`src/rtl/div_mant_seq.sv`:
```
// Sequential restoring divider: one quotient bit per clock. Mantissa mode divides
// {1,f1}/{1,f2} scaled by 2^(QB-1); integer mode divides f1/f2 with divide-by-zero flag.
module div_mant_seq #(
    parameter int unsigned FW = 10,
    parameter int unsigned QB = FW + 1
) (
    input  logic          clk,
    input  logic          reset,
    input  logic          in_valid,
    output logic          in_ready,
    input  logic          mode,
    input  logic [FW-1:0] f1,
    input  logic [FW-1:0] f2,
    output logic          out_valid,
    input  logic          out_ready,
    output logic [QB-1:0] q,
    output logic [FW:0]   rem,
    output logic          sticky,
    output logic          dz
);

    localparam int unsigned RW = FW + 1;
    localparam int unsigned CW = $clog2(QB + 1);

    typedef enum logic [1:0] {
        S_IDLE = 2'd0,
        S_RUN  = 2'd1,
        S_DONE = 2'd2
    } state_t;

    state_t        state_q, state_d;
    logic          mode_q, mode_d;
    logic [RW-1:0] div_q, div_d;
    logic [RW-1:0] r_q, r_d;
    logic [QB-1:0] dvd_q, dvd_d;
    logic [QB-1:0] quo_q, quo_d;
    logic [CW-1:0] count_q, count_d;
    logic [QB-1:0] q_q, q_d;
    logic [RW-1:0] rem_q, rem_d;
    logic          sticky_q, sticky_d;
    logic          dz_q, dz_d;

    // Trial subtraction of one step; the extra top bit of diff is the borrow.
    logic [RW:0]   sh;
    logic [RW+1:0] diff;
    logic          borrow;
    logic [RW-1:0] r_nx;
    logic [QB-1:0] quo_nx;
    logic          last_iter;
    logic [QB+FW-1:0] int_dvd;

    assign sh        = {r_q, dvd_q[QB-1]};
    assign diff      = {1'b0, sh} - {2'b00, div_q};
    assign borrow    = diff[RW+1];
    assign r_nx      = borrow ? sh[RW-1:0] : RW'(diff);
    assign quo_nx    = QB'({quo_q, ~borrow});
    assign last_iter = mode_q ? (count_q == CW'(FW - 1)) : (count_q == CW'(QB - 1));
    assign int_dvd   = {f1, QB'(0)};

    always_comb begin
        state_d  = state_q;
        mode_d   = mode_q;
        div_d    = div_q;
        r_d      = r_q;
        dvd_d    = dvd_q;
        quo_d    = quo_q;
        count_d  = count_q;
        q_d      = q_q;
        rem_d    = rem_q;
        sticky_d = sticky_q;
        dz_d     = dz_q;

        case (state_q)
            S_IDLE: begin
                if (in_valid) begin
                    mode_d  = mode;
                    quo_d   = '0;
                    count_d = '0;
                    if (mode) begin
                        // Integer: shift all of f1 in MSB first from a zero remainder.
                        div_d = {1'b0, f2};
                        r_d   = '0;
                        dvd_d = int_dvd[QB+FW-1 -: QB];
                    end else begin
                        // Mantissa: A>>1 < B, so the leading steps would yield zero bits;
                        // start with that prefix as the remainder and stream A[0] then zeros.
                        div_d = {1'b1, f2};
                        r_d   = {1'b1, f1[FW-1:1]};
                        dvd_d = {f1[0], {(QB-1){1'b0}}};
                    end
                    if (mode && (f2 == '0)) begin
                        state_d  = S_DONE;
                        q_d      = '1;
                        rem_d    = {1'b0, f1};
                        sticky_d = |f1;
                        dz_d     = 1'b1;
                    end else begin
                        state_d = S_RUN;
                    end
                end
            end
            S_RUN: begin
                r_d     = r_nx;
                dvd_d   = dvd_q << 1;
                quo_d   = quo_nx;
                count_d = count_q + CW'(1);
                if (last_iter) begin
                    state_d  = S_DONE;
                    q_d      = quo_nx;
                    rem_d    = r_nx;
                    sticky_d = |r_nx;
                    dz_d     = 1'b0;
                end
            end
            S_DONE: begin
                if (out_ready) begin
                    state_d = S_IDLE;
                end
            end
            default: state_d = S_IDLE;
        endcase
    end

    always_ff @(posedge clk or negedge reset) begin
        if (!reset) begin
            state_q  <= S_IDLE;
            mode_q   <= 1'b0;
            div_q    <= '0;
            r_q      <= '0;
            dvd_q    <= '0;
            quo_q    <= '0;
            count_q  <= '0;
            q_q      <= '0;
            rem_q    <= '0;
            sticky_q <= 1'b0;
            dz_q     <= 1'b0;
        end else begin
            state_q  <= state_d;
            mode_q   <= mode_d;
            div_q    <= div_d;
            r_q      <= r_d;
            dvd_q    <= dvd_d;
            quo_q    <= quo_d;
            count_q  <= count_d;
            q_q      <= q_d;
            rem_q    <= rem_d;
            sticky_q <= sticky_d;
            dz_q     <= dz_d;
        end
    end

    assign in_ready  = (state_q == S_IDLE);
    assign out_valid = (state_q == S_DONE);
    assign q         = q_q;
    assign rem       = rem_q;
    assign sticky    = sticky_q;
    assign dz        = dz_q;

endmodule
```
`config.mk`:
```
export PLATFORM = sky130hd
export DESIGN_NAME = div_mant_seq
export DESIGN_NICKNAME = d
export VERILOG_FILES = /design/src/rtl/div_mant_seq.sv
export SDC_FILE = /design/constraint.sdc
export NUM_CORES = 1
export LEC_CHECK = 0
export BUFFER_PORTS_ARGS = -buffer_cell sky130_fd_sc_hd__buf_2
export CAP_MARGIN = 20
export CORE_MARGIN = 8
export CORE_UTILIZATION = 40
export DETAILED_ROUTE_END_ITERATION = 10
export GPL_TIMING_DRIVEN = 0
export PLACE_DENSITY = 0.64
export SLEW_MARGIN = 10
export SYNTH_ARGS = -nofsm -noshare
export SYNTH_HDL_FRONTEND = slang
export SYNTH_SLANG_ARGS = --single-unit
```
`constraint.sdc`:
```
create_clock -name clk -period 3.1 [get_ports clk]
set_input_delay 0 -clock clk [delete_from_list [all_inputs] [get_ports clk]]
set_output_delay 0 -clock clk [all_outputs]
set_load 0.02 [all_outputs]
```
# After elaboration in Yosys (flattened, before gate mapping)

Cells that the tools add are included.

$add $sub $neg: 2
Equal/unequal tests: 8
Muxes and demuxes: 34
Bitwise gates (word level): 1
Reductions and logical operators: 10

Operators with widths:

| cell                                                | number |
|---|---|
| 2-to-1 mux 11 bit                                   | 11 |
| one-hot mux 11 bit (2 select lines)                 | 4 |
| 2-to-1 mux 10 bit                                   | 2 |
| one-hot mux 10 bit (2 select lines)                 | 1 |
| subtractor 12 x 11 -> 13 bit                        | 1 |
| OR reduction 11 bit                                 | 1 |
| logical NOT 10 bit                                  | 1 |
| OR reduction 10 bit                                 | 1 |
| equality test 4 bit, second input constant          | 2 |
| 2-to-1 mux 2 bit                                    | 4 |
| one-hot mux 4 bit (2 select lines)                  | 1 |
| 2-to-1 mux 1 bit                                    | 7 |
| one-hot mux 2 bit (3 select lines)                  | 1 |
| adder 4 x 1 -> 4 bit, second input constant         | 1 |
| 2-to-1 mux 4 bit                                    | 1 |
| != test 2 x 1 -> 1 bit, second input constant       | 2 |
| != test 2 bit, second input constant                | 2 |
| one-hot mux 1 bit (2 select lines)                  | 2 |
| AND reduction 2 bit                                 | 2 |
| AND reduction 4 bit                                 | 1 |
| AND reduction 3 bit                                 | 1 |
| equality test 2 x 1 -> 1 bit, second input constant | 1 |
| equality test 2 bit, second input constant          | 1 |
| logical NOT 2 bit                                   | 1 |
| other kinds (3)                                     | 3 |

Register bits: 74
Input bits: 25
Output and inout bits: 26

# Depth between registers and ports, before layout

Word-level depth: 5
Gate-level depth with buffers: 11

# Worst setup path after synthesis

No wires, ideal clock.

Kind: reg2reg
Start point: register dvd_q[10]
End point: register sticky_q (netlist: sticky)
Library setup time: 0.132 ns
Arrival: 2.382 ns
Setup slack: 0.586 ns
Stages on the path, launching flop included: 11
Path buffers: 0
Clock period less this slack: 2.514 ns
Path through: dfrtp_1 -> inv_1 -> ha_1 -> fa_1 -> nand2b_1 -> a21oi_1 -> a21oi_2 -> and2_4 -> o41a_1 -> and4b_1 -> a31oi_1

Cells in the longest elaborated chain, start to end: 5

Ends and longest elaborated chain:

| what                                 | RTL line | RTL |
|---|---|---|
| start: declaration                   | 35       | `logic [QB-1:0] dvd_q, dvd_d;` |
| start signal: assignment             | 142      | `dvd_q <= dvd_d;` |
| subtractor 12 x 11 -> 13 bit         | 53       | `assign diff = {1'b0, sh} - {2'b00, div_q};` |
| 2-to-1 mux 11 bit *                  | 55       | `assign r_nx = borrow ? sh[RW-1:0] : RW'(diff);` |
| OR reduction 11 bit *                | 111      | `sticky_d = \|r_nx;` |
| 2-to-1 mux 1 bit *                   | 107      | `if (last_iter) begin` |
| one-hot mux 1 bit (2 select lines) * | 73       | `case (state_q)` |
| end signal: assignment               | 147      | `sticky_q <= sticky_d;` |
| end: declaration                     | 40       | `logic sticky_q, sticky_d;` |

Mark *: on every way between the ends. The rest lies on a longest branch, timed or not. The select of a mux whose other input is x is not followed.
A chain may end at the register's enable or synchronous reset.

# Worst setup path in the final report

Ends and elaborated chain as after synthesis.

==> flow_summary.json <==
{
  "vdd_drop_max_mv": 0.4798,
  "clock_latency_ps": 350,
  "seq_area_um2": 1827,
  "drtPass1Iterations": 4,
  "finalHoldViolations": 0,
  "end_kind": "flop",
  "slew_headroom": 0.5167,
  "ant_nets": 0,
  "layout_commonest_cell": "dfrtp_1",
  "fillCellCount": 939,
  "place.gp.congestion": 0.8510,
  "post-dp-hpwl_mm": 8.183,
  "power_density_nw_per_um2": 1247,
  "drtIter0Drc": 178,
  "synth_nets": 470,
  "routedWlPerCell_um": 16.80,
  "cts_buffers": 9,
  "antenna_cells": 0,
  "period_minus_slack_ps": 2818,
  "crit_fanout": 4,
  "fin_tns_setup_ps": 0,
  "ys_warn_count": 0,
  "clkSlewWorstSetupHoldPaths_ps": 80,
  "grt_usage": 0.1775,
  "overflow": 0,
  "start_util": 0.4144,
  "crit_chain": "inv_1 -> ha_1 -> fa_1 -> nand2b_1 -> a21oi_1 -> o21ai_0 -> a211oi_1 -> o21ai_0 -> and4b_1 -> a31oi_1",
  "sw_frac_of_total": 0.4754,
  "cp.arrival_ps": 3080,
  "ios": 51,
  "syn_area_um2": 3847,
  "wl_mm": 10.87,
  "leakagePower_nw": 2.050,
  "hp-class": "input pin to flop",
  "grt_max_degree": 42,
  "synthCells": 432,
  "synth_ff_type": "dfrtp_1",
  "cp-start-kind": "flop",
  "multi_input_area_um2": 1844,
  "h-tree-depth": 3,
  "cts_root_buf": "clkbuf_8",
  "numClockSinks": 73,
  "status": "completed",
  "area_growth_pct": 21.53,
  "synth-edff-count": 0,
  "p_switching_w": 0.002772,
  "cap_viol_max_count": 0,
  "yosysUniqueCellTypes": 57,
  "ys_seq_area_frac": 0.4748,
  "rsz0062_at_grt": "false",
  "vias": 3452,
  "intPower_w": 0.003060,
  "synth_top_area_cell": "dfrtp_1",
  "first_global_vias": 3496,
  "synth_top_area_frac": 0.4748,
  "p_seq_frac": 0.296,
  "final_cell_mix": "dfrtp_1 (73), nand2_1 (68), buf_2 (52)",
  "crit_type": "flop to flop",
  "row_count": 35,
  "vias_per_cell": 5.335,
  "cts_resized": 0,
  "setup_viol": 0,
  "drc": 0,
  "worstMarginPinSlew_ps": 723.1,
  "synth-seq-cells": 73,
  "whs_ps": 0.09889,
  "yosys-top-cells-area": "dfrtp_1 (47%), nand2_1 (6.6%), o21ai_0 (5.1%)",
  "layout-drive-gt1-share": 0.1544,
  "fin_skew_ps": 11.65,
  "grt_pass1_wl_mm": 18.35,
  "path_common_cell": "o21ai_0",
  "critical_path_required_ps": 3360,
  "die_area_um2": 13010,
  "synth.avg_cell_area_um2": 8.906,
  "nNetsFinal": 552,
  "antenna_found_initial": 0,
  "placement.io_buffers": 50,
  "max_freq_mhz": 354.9,
  "die_y_um": 114.1,
  "cts_tree": "yes",
  "cts_setup_buffers": 0,
  "comb_power_share": 0.576,
  "critPathSlowestCell": "dfrtp_1",
  "coreArea_um2": 9284,
  "async_flop_share": 1.000,
  "period_share": 0.9090,
  "clock_path_buffers": 2,
  "dieWidth_um": 114.1,
  "slowest_delay_ps": 430,
  "slew_viol_final": 0,
  "clkPwrFrac": 0.128
}
==> synth_stat cells, drive strengths merged, types with 2 or more instances <==
library cell	n
nor2b	2
a21o	2
nand3	19
a21boi	2
o21ai	39
and2	4
o31ai	7
and3	5
or3	2
a21oi	34
a211oi	4
xnor2	2
nor3	7
clkbuf	15
nor2	39
nor3b	10
nor4	2
a2bb2oi	2
dfrtp	73
nand2	69
nand2b	4
xor2	3
buf	10
ha	12
o22a	10
inv	17
a31oi	14
==> worst paths after layout <==
kind	from	to	slack [ps]	cells past startpoint
setup / recovery	dvd_q[10]$_DFFE_PN0P_	sticky$_DFFE_PN0P_	280	10
setup reg to reg	dvd_q[10]$_DFFE_PN0P_	sticky$_DFFE_PN0P_	280	10
hold reg to reg	rem[5]$_DFFE_PN0P_	rem[5]$_DFFE_PN0P_	480	2
hold / removal	f1[1]	dvd_q[2]$_DFFE_PN0P_	0.1	3
max in group asynchronous	reset	div_q[0]$_DFFE_PN0P_	2390	3
min in group asynchronous	reset	rem[3]$_DFFE_PN0P_	130	2
==> state kept, by name, indices dropped and copies added, names as in the netlist, 2 cells and up <==
name	cells
div_q	11
q	11
r_q	11
rem	11
dvd_q	10
quo_q	10
count_q	4
state_q	2
==> repair_timing <==
item | CTS | global route
endpoints found under the hold margin | 65 | 0
hold buffers | 20 | 0
endpoints found under the setup margin | 0 | 0
==> stage by stage <==
step	cell area (um^2)	total power, W	utilization	setup WS [ps]	instances
3_5_place_dp	4282	0.005062	0.4612	325.2	612
4_1_cts	4676	0.005836	0.5036	294.6	647
2_1_floorplan	3847	0.004098	-	585.7	432
5_1_grt	4676	0.006346	0.5036	74.90	647
6_report	4676	0.005832	0.5036	282.1	647
3_3_place_gp	4259	0.004956	0.4588	334.9	611
==> critical path: cells and delay by family, from the launching register on <==
family          cells  cell delay [ps]
simple gates        2              450
buf+inv             1               60
flops               1              430
fa+ha+maj           2              620
compound gates      5             1180
==> layout make-up <==
cell class | instances | area share
clock inverter | 5 | 0.01204
buffer | 25 | 0.02408
multi-input combinational | 317 | 0.3944
tap | 129 | 0.03452
clock buffer | 10 | 0.02944
timing repair buffer | 71 | 0.1012
sequential | 73 | 0.3907
inverter | 17 | 0.01365
==> cells by family after synthesis <==
group                      after synthesis  share of synthesized area
buffers and inverters                   42                    0.04585
adders and majority gates               13                    0.04423
and+or+nand+nor                        171                     0.2098
xor gates and xnor gates                 5                    0.01138
AOI/OAI and AO/OA                      126                     0.2085
DFF                                     73                     0.4748
muxes                                    2                   0.005528
==> layer usage <==
| layer | wire length, um | vias to the layer above | global-route usage |
|---|---|---|---|
| li1 | - | 1684 | - |
| met1 | 5195 | 1655 | 0.2422 |
| met2 | 4855 | 100 | 0.2776 |
| met3 | 692 | 13 | 0.03797 |
| met4 | 127 | 0 | 0.04703 |
| met5 | 0 | - | 0 |
==> power by group through the flow <==
stage	Combinational, W	Clock [W]	Sequential (W)
after floorplan	0.00231	0	0.00179
after global placement	0.00324	0	0.00172
after detailed placement	0.00332	0	0.00174
after CTS	0.00336	0.000757	0.00172
after global routing	0.00375	0.000804	0.00179
final	0.00336	0.000748	0.00172
No activity file was read; power rests on OpenSTA's default activity.
